$ cat config.mk
export PLATFORM = sky130hd
export DESIGN_NAME = uart_rx_os
export DESIGN_NICKNAME = d
export VERILOG_FILES = /design/src/rtl/uart_pkg.sv /design/src/rtl/uart_baud_tick.sv /design/src/rtl/uart_rx_os.sv
export SDC_FILE = /design/constraint.sdc
export NUM_CORES = 1
export LEC_CHECK = 0
export CAP_MARGIN = 25
export CORE_MARGIN = 4
export CORE_UTILIZATION = 58
export DETAILED_ROUTE_END_ITERATION = 16
export PLACE_DENSITY = 0.85
export SETUP_SLACK_MARGIN = 0.02
export SLEW_MARGIN = 20
export SYNTH_ARGS = -nofsm -noshare
export SYNTH_HDL_FRONTEND = slang
export SYNTH_SLANG_ARGS = --single-unit
$ cat constraint.sdc
create_clock -name clk -period 3.22 [get_ports clk]
set_input_delay 0.805 -clock clk [delete_from_list [all_inputs] [get_ports clk]]
set_output_delay 0.805 -clock clk [all_outputs]
set_load 0.02 [all_outputs]
$ cat src/rtl/uart_pkg.sv
// Shared UART types and helpers: receiver FSM encoding, baud divisor
// calculation, 3-sample majority vote and the line idle level.
// Honours UART_RX_PARITY_EN (adds the PARITY state to the FSM encoding).
package uart_pkg;

    localparam logic UART_IDLE_LEVEL = 1'b1;

    typedef enum logic [2:0] {
        RX_IDLE   = 3'd0,
        RX_START  = 3'd1,
        RX_DATA   = 3'd2,
`ifdef UART_RX_PARITY_EN
        RX_PARITY = 3'd3,
`endif
        RX_STOP   = 3'd4
    } uart_rx_state_t;

    // Clocks per oversample tick, rounded to nearest.
    function automatic int unsigned uart_div(input int unsigned clk_freq,
                                             input int unsigned baudrate,
                                             input int unsigned oversample);
        int unsigned den;
        den = baudrate * oversample;
        return (clk_freq + den / 2) / den;
    endfunction

    function automatic logic maj3(input logic a, input logic b, input logic c);
        return (a & b) | (a & c) | (b & c);
    endfunction

endpackage

$ cat src/rtl/uart_baud_tick.sv
// Oversample tick divider: one-clk tick every DIV clocks, held at zero while
// restart is high so the first tick lands DIV clocks after restart drops.
module uart_baud_tick #(
    parameter int unsigned DIV = 10
) (
    input  logic clk,
    input  logic rst_n,
    input  logic restart,
    output logic tick
);

    localparam int unsigned CW = (DIV > 1) ? $clog2(DIV) : 1;
    localparam logic [CW-1:0] TOP = CW'(DIV - 1);

    if (DIV < 2) begin : g_div_check
        $error("uart_baud_tick: DIV must be at least 2");
    end

    logic [CW-1:0] cnt_q, cnt_d;

    // Divider counter register.
    always_ff @(posedge clk or negedge rst_n) begin
        if (!rst_n) cnt_q <= '0;
        else        cnt_q <= cnt_d;
    end

    // Next count and tick decode.
    always_comb begin
        cnt_d = cnt_q + 1'b1;
        if (restart || cnt_q == TOP) cnt_d = '0;
        tick = !restart && (cnt_q == TOP);
    end

endmodule

$ cat src/rtl/uart_rx_os.sv
// Oversampling UART receiver with 3-sample majority voting and a
// valid/ready output register. Optional parity checking is compiled in
// when UART_RX_PARITY_EN is defined; otherwise parity_err_o is tied low.
module uart_rx_os
    import uart_pkg::*;
#(
    parameter int unsigned CLK_FREQ   = 200_000_000,
    parameter int unsigned BAUDRATE   = 9600,
    parameter int unsigned OVERSAMPLE = 16,
    parameter int unsigned DATA_BITS  = 8,
    parameter int unsigned STOP_BITS  = 1,
    parameter int unsigned PARITY_ODD = 0
) (
    input  logic                 clk,
    input  logic                 rst_n,
    input  logic                 rx,
    output logic [DATA_BITS-1:0] data_o,
    output logic                 valid_o,
    input  logic                 ready_i,
    output logic                 frame_err_o,
    output logic                 parity_err_o,
    output logic                 overrun_o,
    output logic                 busy_o
);

    localparam int unsigned DIV = uart_div(CLK_FREQ, BAUDRATE, OVERSAMPLE);
    localparam int unsigned SW  = $clog2(OVERSAMPLE);

    localparam logic [SW-1:0] SMP_A     = SW'(OVERSAMPLE / 2 - 1);
    localparam logic [SW-1:0] SMP_B     = SW'(OVERSAMPLE / 2);
    localparam logic [SW-1:0] SMP_C     = SW'(OVERSAMPLE / 2 + 1);
    localparam logic [SW-1:0] LAST_SMP  = SW'(OVERSAMPLE - 1);
    localparam logic [3:0]    LAST_DATA = 4'(DATA_BITS - 1);
    localparam logic [3:0]    LAST_STOP = 4'(STOP_BITS - 1);

    uart_rx_state_t state_q, state_d;

    logic                 rx_s1_q, rx_s1_d, rx_s2_q, rx_s2_d, rx_prev_q, rx_prev_d;
    logic [SW-1:0]        scnt_q, scnt_d;
    logic [3:0]           bcnt_q, bcnt_d;
    logic                 smp_a_q, smp_a_d, smp_b_q, smp_b_d;
    logic [DATA_BITS-1:0] shreg_q, shreg_d;
    logic                 ferr_q, ferr_d;
    logic [DATA_BITS-1:0] data_q, data_d;
    logic                 valid_q, valid_d;
    logic                 frame_err_q, frame_err_d;
    logic                 overrun_q, overrun_d;
`ifdef UART_RX_PARITY_EN
    logic                 perr_q, perr_d;
    logic                 parity_err_q, parity_err_d;
`else
    logic                 unused_parity_odd;
`endif

    logic tick, restart, start_edge, hit_a, hit_b, hit_c, bit_end, vote, frame_done;

    uart_baud_tick #(
        .DIV(DIV)
    ) u_tick (
        .clk    (clk),
        .rst_n  (rst_n),
        .restart(restart),
        .tick   (tick)
    );

    // Sample-point decode and majority vote shared by the FSM and datapath.
    always_comb begin
        start_edge = rx_prev_q & ~rx_s2_q;
        hit_a      = tick && (scnt_q == SMP_A);
        hit_b      = tick && (scnt_q == SMP_B);
        hit_c      = tick && (scnt_q == SMP_C);
        bit_end    = tick && (scnt_q == LAST_SMP);
        vote       = maj3(smp_a_q, smp_b_q, rx_s2_q);
        frame_done = (state_q == RX_STOP) && hit_c && (bcnt_q == LAST_STOP);
    end

    // FSM state register.
    always_ff @(posedge clk or negedge rst_n) begin
        if (!rst_n) state_q <= RX_IDLE;
        else        state_q <= state_d;
    end

    // FSM next state; the last stop bit ends at its third sample, not at bit end.
    always_comb begin
        state_d = state_q;
        case (state_q)
            RX_IDLE:  if (start_edge) state_d = RX_START;
            RX_START: begin
                if (hit_c && vote) state_d = RX_IDLE;
                else if (bit_end)  state_d = RX_DATA;
            end
            RX_DATA: begin
                if (bit_end && bcnt_q == LAST_DATA) begin
`ifdef UART_RX_PARITY_EN
                    state_d = RX_PARITY;
`else
                    state_d = RX_STOP;
`endif
                end
            end
`ifdef UART_RX_PARITY_EN
            RX_PARITY: if (bit_end) state_d = RX_STOP;
`endif
            RX_STOP:  if (frame_done) state_d = RX_IDLE;
            default:  state_d = RX_IDLE;
        endcase
    end

    // Datapath registers: synchroniser, counters, shifter and output hold.
    always_ff @(posedge clk or negedge rst_n) begin
        if (!rst_n) begin
            rx_s1_q     <= UART_IDLE_LEVEL;
            rx_s2_q     <= UART_IDLE_LEVEL;
            rx_prev_q   <= UART_IDLE_LEVEL;
            scnt_q      <= '0;
            bcnt_q      <= '0;
            smp_a_q     <= UART_IDLE_LEVEL;
            smp_b_q     <= UART_IDLE_LEVEL;
            shreg_q     <= '0;
            ferr_q      <= 1'b0;
            data_q      <= '0;
            valid_q     <= 1'b0;
            frame_err_q <= 1'b0;
            overrun_q   <= 1'b0;
`ifdef UART_RX_PARITY_EN
            perr_q       <= 1'b0;
            parity_err_q <= 1'b0;
`endif
        end else begin
            rx_s1_q     <= rx_s1_d;
            rx_s2_q     <= rx_s2_d;
            rx_prev_q   <= rx_prev_d;
            scnt_q      <= scnt_d;
            bcnt_q      <= bcnt_d;
            smp_a_q     <= smp_a_d;
            smp_b_q     <= smp_b_d;
            shreg_q     <= shreg_d;
            ferr_q      <= ferr_d;
            data_q      <= data_d;
            valid_q     <= valid_d;
            frame_err_q <= frame_err_d;
            overrun_q   <= overrun_d;
`ifdef UART_RX_PARITY_EN
            perr_q       <= perr_d;
            parity_err_q <= parity_err_d;
`endif
        end
    end

    // Datapath next-state logic.
    always_comb begin
        rx_s1_d     = rx;
        rx_s2_d     = rx_s1_q;
        rx_prev_d   = rx_s2_q;
        scnt_d      = scnt_q;
        bcnt_d      = bcnt_q;
        smp_a_d     = smp_a_q;
        smp_b_d     = smp_b_q;
        shreg_d     = shreg_q;
        ferr_d      = ferr_q;
        data_d      = data_q;
        valid_d     = valid_q;
        frame_err_d = frame_err_q;
        overrun_d   = frame_done && valid_q && !ready_i;
`ifdef UART_RX_PARITY_EN
        perr_d       = perr_q;
        parity_err_d = parity_err_q;
`endif

        if (state_q == RX_IDLE) scnt_d = '0;
        else if (tick)          scnt_d = bit_end ? '0 : scnt_q + 1'b1;

        // Bit index restarts on every state change, counts bit ends within a state.
        if (state_d != state_q) bcnt_d = '0;
        else if (bit_end)       bcnt_d = bcnt_q + 1'b1;

        if (hit_a) smp_a_d = rx_s2_q;
        if (hit_b) smp_b_d = rx_s2_q;

        if (state_q == RX_DATA && hit_c) shreg_d = {vote, shreg_q[DATA_BITS-1:1]};

        if (state_q == RX_IDLE)                       ferr_d = 1'b0;
        else if (state_q == RX_STOP && hit_c && !vote) ferr_d = 1'b1;

`ifdef UART_RX_PARITY_EN
        if (state_q == RX_IDLE)
            perr_d = 1'b0;
        else if (state_q == RX_PARITY && hit_c)
            perr_d = vote ^ (^shreg_q) ^ 1'(PARITY_ODD);
`endif

        // Completed frame loads unless the held frame is still unaccepted.
        if (frame_done && (!valid_q || ready_i)) begin
            data_d      = shreg_q;
            frame_err_d = ferr_q | ~vote;
            valid_d     = 1'b1;
`ifdef UART_RX_PARITY_EN
            parity_err_d = perr_q;
`endif
        end else if (valid_q && ready_i) begin
            valid_d = 1'b0;
        end
    end

    // Outputs.
    always_comb begin
        restart     = (state_q == RX_IDLE);
        busy_o      = (state_q != RX_IDLE);
        data_o      = data_q;
        valid_o     = valid_q;
        frame_err_o = frame_err_q;
        overrun_o   = overrun_q;
`ifdef UART_RX_PARITY_EN
        parity_err_o = parity_err_q;
`else
        parity_err_o      = 1'b0;
        unused_parity_odd = 1'(PARITY_ODD);
`endif
    end

endmodule

==> out/metrics.yaml <==
setup_path:
  slowest_delay_ns: 0.54
  crit_fanout: 12
  path_class: "register to primary output"
  cp_data_required_time_ns: 2.41
  crit_slowest_cell: "clkdlybuf4s50_1"
  crit_chain: "nor3_1 -> buf_4 -> inv_1 -> clkdlybuf4s50_1"
  rr_worst_depth: 7
  startpoint_type: "register"
  end_kind: "primary output"
  crit_arrival_ns: 2.00
route:
  num_vias: 1550
  drt_iter0_markers: 94
  via_per_inst: 5.62
  ant_nets: 0
  wl_per_cell_um: 14.6
  first_pass_iters: 4
  wl_um: 4030
  drc: 0
clock_tree:
  path_clk_slew_ns: 0.08
  cts_resized: 0
  tritoncts: "built"
  cts_root_buffer: "clkbuf_8"
  clk_latency_ns: 0.30
  holdBufCountCts: 0
  ctsLongestPathBuffers: 2
  cts-htree-levels: 2
  postCtsSetupBuffers: 0
  clock-sinks: 47
  cts_buffers: 5
synthesis:
  synth_area_sq_um: 2300
  async_flop_share_pct: 100
  syn-instance-count: 211
  yosysWarnings: 0
  yosysUniqueCellTypes: 44
  syn_nets: 222
  synth_edf_count: 0
  syn_avg_cell_area_sq_um: 10.9
  synth-seq-cells: 47
  ys.flop_type: "dfrtp_1"
  ys_seq_area_share_pct: 51.3
cells_and_area:
  insertedDiodeCount: 0
  final_core_util_pct: 69.2
  nNetsFinal: 238
  layout.cells.non_filler: 276
  final_area_sq_um: 2590
  syn_to_final_growth_pct: 12.4
  layout-drive-gt1-share_pct: 15.8
power:
  cellPowerDensity_nw_per_um2: 481
  p_comb_share_pct: 12.7
  p_total_mw: 1.25
  swShare_pct: 25.3
  p_int_uw: 930
  p_sw_uw: 315
  peakVddDrop_mv: 0.369
  leakage_nw: 1.19
  seq_power_share_pct: 53.8
  p_clk_share_pct: 33.5
job:
  cap_violations: 0
placed_design:
  portBuffers: 15
  placedInstanceArea_sq_um: 2480
  dp_hpwl_um: 2930
  gp_congestion: 0.807
  place_inst: 268
  place_ws_ns: 0.403
grt:
  grt.total_usage_pct: 17.8
  grt_overflow_total: 0
  grt_pass1_wl_um: 7170
  grt_pass1_vias: 1557
  grt_max_degree: 48
  antenna_found_initial: 0
sta:
  fin_crit_sh_pct: 87.2
  worst_pin_slew_ns: 0.572
  finalHoldViolCount: 0
  fin_setup_tns_ns: 0
  maxSlewHeadroom_pct: 61.9
  maxSlewViolCount: 0
  max_freq_mhz: 356
  rsz0062_at_grt: "false"
  timing.final.crit_period_ns: 2.81
  fin_skew_ns: 0.00671
  setup_viol: 0
  hold_ws_ns: 0.360
  setup_ws_ns: 0.412
min_path:
  hold_class: "register to register"
  hold_path_depth: 0
floorplanning:
  die_h_um: 71.0
  design.core.area_sq_um: 3740
  io_pins: 17
  die_area_sq_um: 5050
  fp-row-count: 22
  start_util_pct: 61.6
  fp.dieW_um: 71.0
outcome:
  status: "complete, no violations"
==> cell type report <==
cell class | count | area (sq um)
Sequential cell | 47 | 1180
Fill cell | 295 | 1150
Multi-Input combinational cell | 147 | 1050
Timing Repair Buffer | 17 | 163
Clock buffer | 7 | 76.3
Tap cell | 48 | 60.1
Inverter | 9 | 33.8
Clock inverter | 1 | 30.0
==> path summary, 6_finish.rpt <==
check	to	slack, ns	start
worst max register to register	shreg_q[6]	0.42	u_tick.cnt_q[1]
worst min register to register	rx_prev_d	0.36	rx_s1_q
worst max-delay path	busy_o	0.41	state_q[0]
min in group asynchronous	u_tick.cnt_q[2]	0.49	rst_n
max in group asynchronous	bcnt_q[0]	2.33	rst_n
worst min-delay path	rx_prev_d	0.36	rx_s1_q
==> registers in the layout, indices dropped and copies added (netlist names) <==
register / count
valid_o: 1
overrun_o: 1
scnt_q: 4
rx_s1_q: 1
state_q: 3
bcnt_q: 4
rx_prev_d: 1
shreg_q: 8
frame_err_o: 1
ferr_q: 1
smp_a_q: 1
rx_prev_q: 1
smp_b_q: 1
u_tick.cnt_q: 11
data_o: 8
==> power by group through the flow <==
stage                     clock (mW)  sequential [mW]  combinational, mW
after floorplan                    0            0.668              0.119
after global placement             0            0.680              0.153
after detailed placement           0            0.681              0.159
after CTS                      0.429            0.670              0.160
after global routing           0.453            0.677              0.178
final                          0.417            0.670              0.158
==> logic make-up (layout without fill, tap and decap cells) <==
family,Yosys count,after routing,share of synthesized area (%)
AOI/OAI and AO/OA,22,22,5.81
xor gates and xnor gates,10,10,3.80
adders and majority gates,8,8,4.23
buffers and inverters,17,34,3.31
DFF,47,47,51.3
muxes,20,20,11.0
other,1,1,0.163
and+or+nand+nor,86,86,20.4
==> cells in the final DEF, fill, tap and decap left out, types with 2 or more instances in the layout <==
cell type | netlist | layout
nor4bb_1 | 2 | 2
inv_1 | 9 | 9
clkdlybuf4s50_1 | 0 | 14
clkbuf_1 | 5 | 2
nand3_1 | 18 | 18
dfstp_2 | 5 | 5
a21oi_1 | 9 | 9
nand4b_1 | 2 | 2
buf_4 | 1 | 3
nor3_1 | 4 | 4
and2_1 | 4 | 4
dfrtp_1 | 42 | 42
ha_1 | 7 | 7
nor2_1 | 21 | 21
mux2_2 | 11 | 11
a211o_1 | 2 | 2
clkbuf_8 | 0 | 5
and3_1 | 4 | 4
nand2b_1 | 2 | 2
nand2_1 | 14 | 14
o21ai_0 | 5 | 5
xnor2_1 | 5 | 5
xor2_1 | 5 | 5
nand4_1 | 3 | 3
a31oi_1 | 3 | 3
mux2_4 | 8 | 8
==> metal layers <==
metal	wire length (um)	global-route usage, %
met3	161	4.26
met1	1800	22.3
met2	1990	29.6
met5	0	0
met4	77	7.52
==> cell usage after synthesis (2+ instances only) <==
master | number | share of area (%)
inv_1 | 9 | 1.5
clkbuf_1 | 5 | 0.81
and2_1 | 4 | 1.1
and3_1 | 4 | 1.1
nand2b_1 | 2 | 0.54
nand4_1 | 3 | 0.81
mux2_2 | 11 | 5.4
xor2_1 | 5 | 1.9
nor3_1 | 4 | 0.87
a21oi_1 | 9 | 2.0
mux2_4 | 8 | 5.2
xnor2_1 | 5 | 1.9
dfrtp_1 | 42 | 46
o21ai_0 | 5 | 1.1
a31oi_1 | 3 | 0.81
nand2_1 | 14 | 2.3
dfstp_2 | 5 | 5.7
nor4bb_1 | 2 | 0.87
ha_1 | 7 | 3.8
nand4b_1 | 2 | 0.76
a211o_1 | 2 | 0.76
nand3_1 | 18 | 3.9
nor2_1 | 21 | 3.4
==> critical path: cells and delay by family, from the launching register on <==
family	cells	cell delay, ns
buffers and inverters	3	0.86
DFF	1	0.50
and+or+nand+nor	1	0.34
Note: power is estimated with default switching activity, not from simulation.
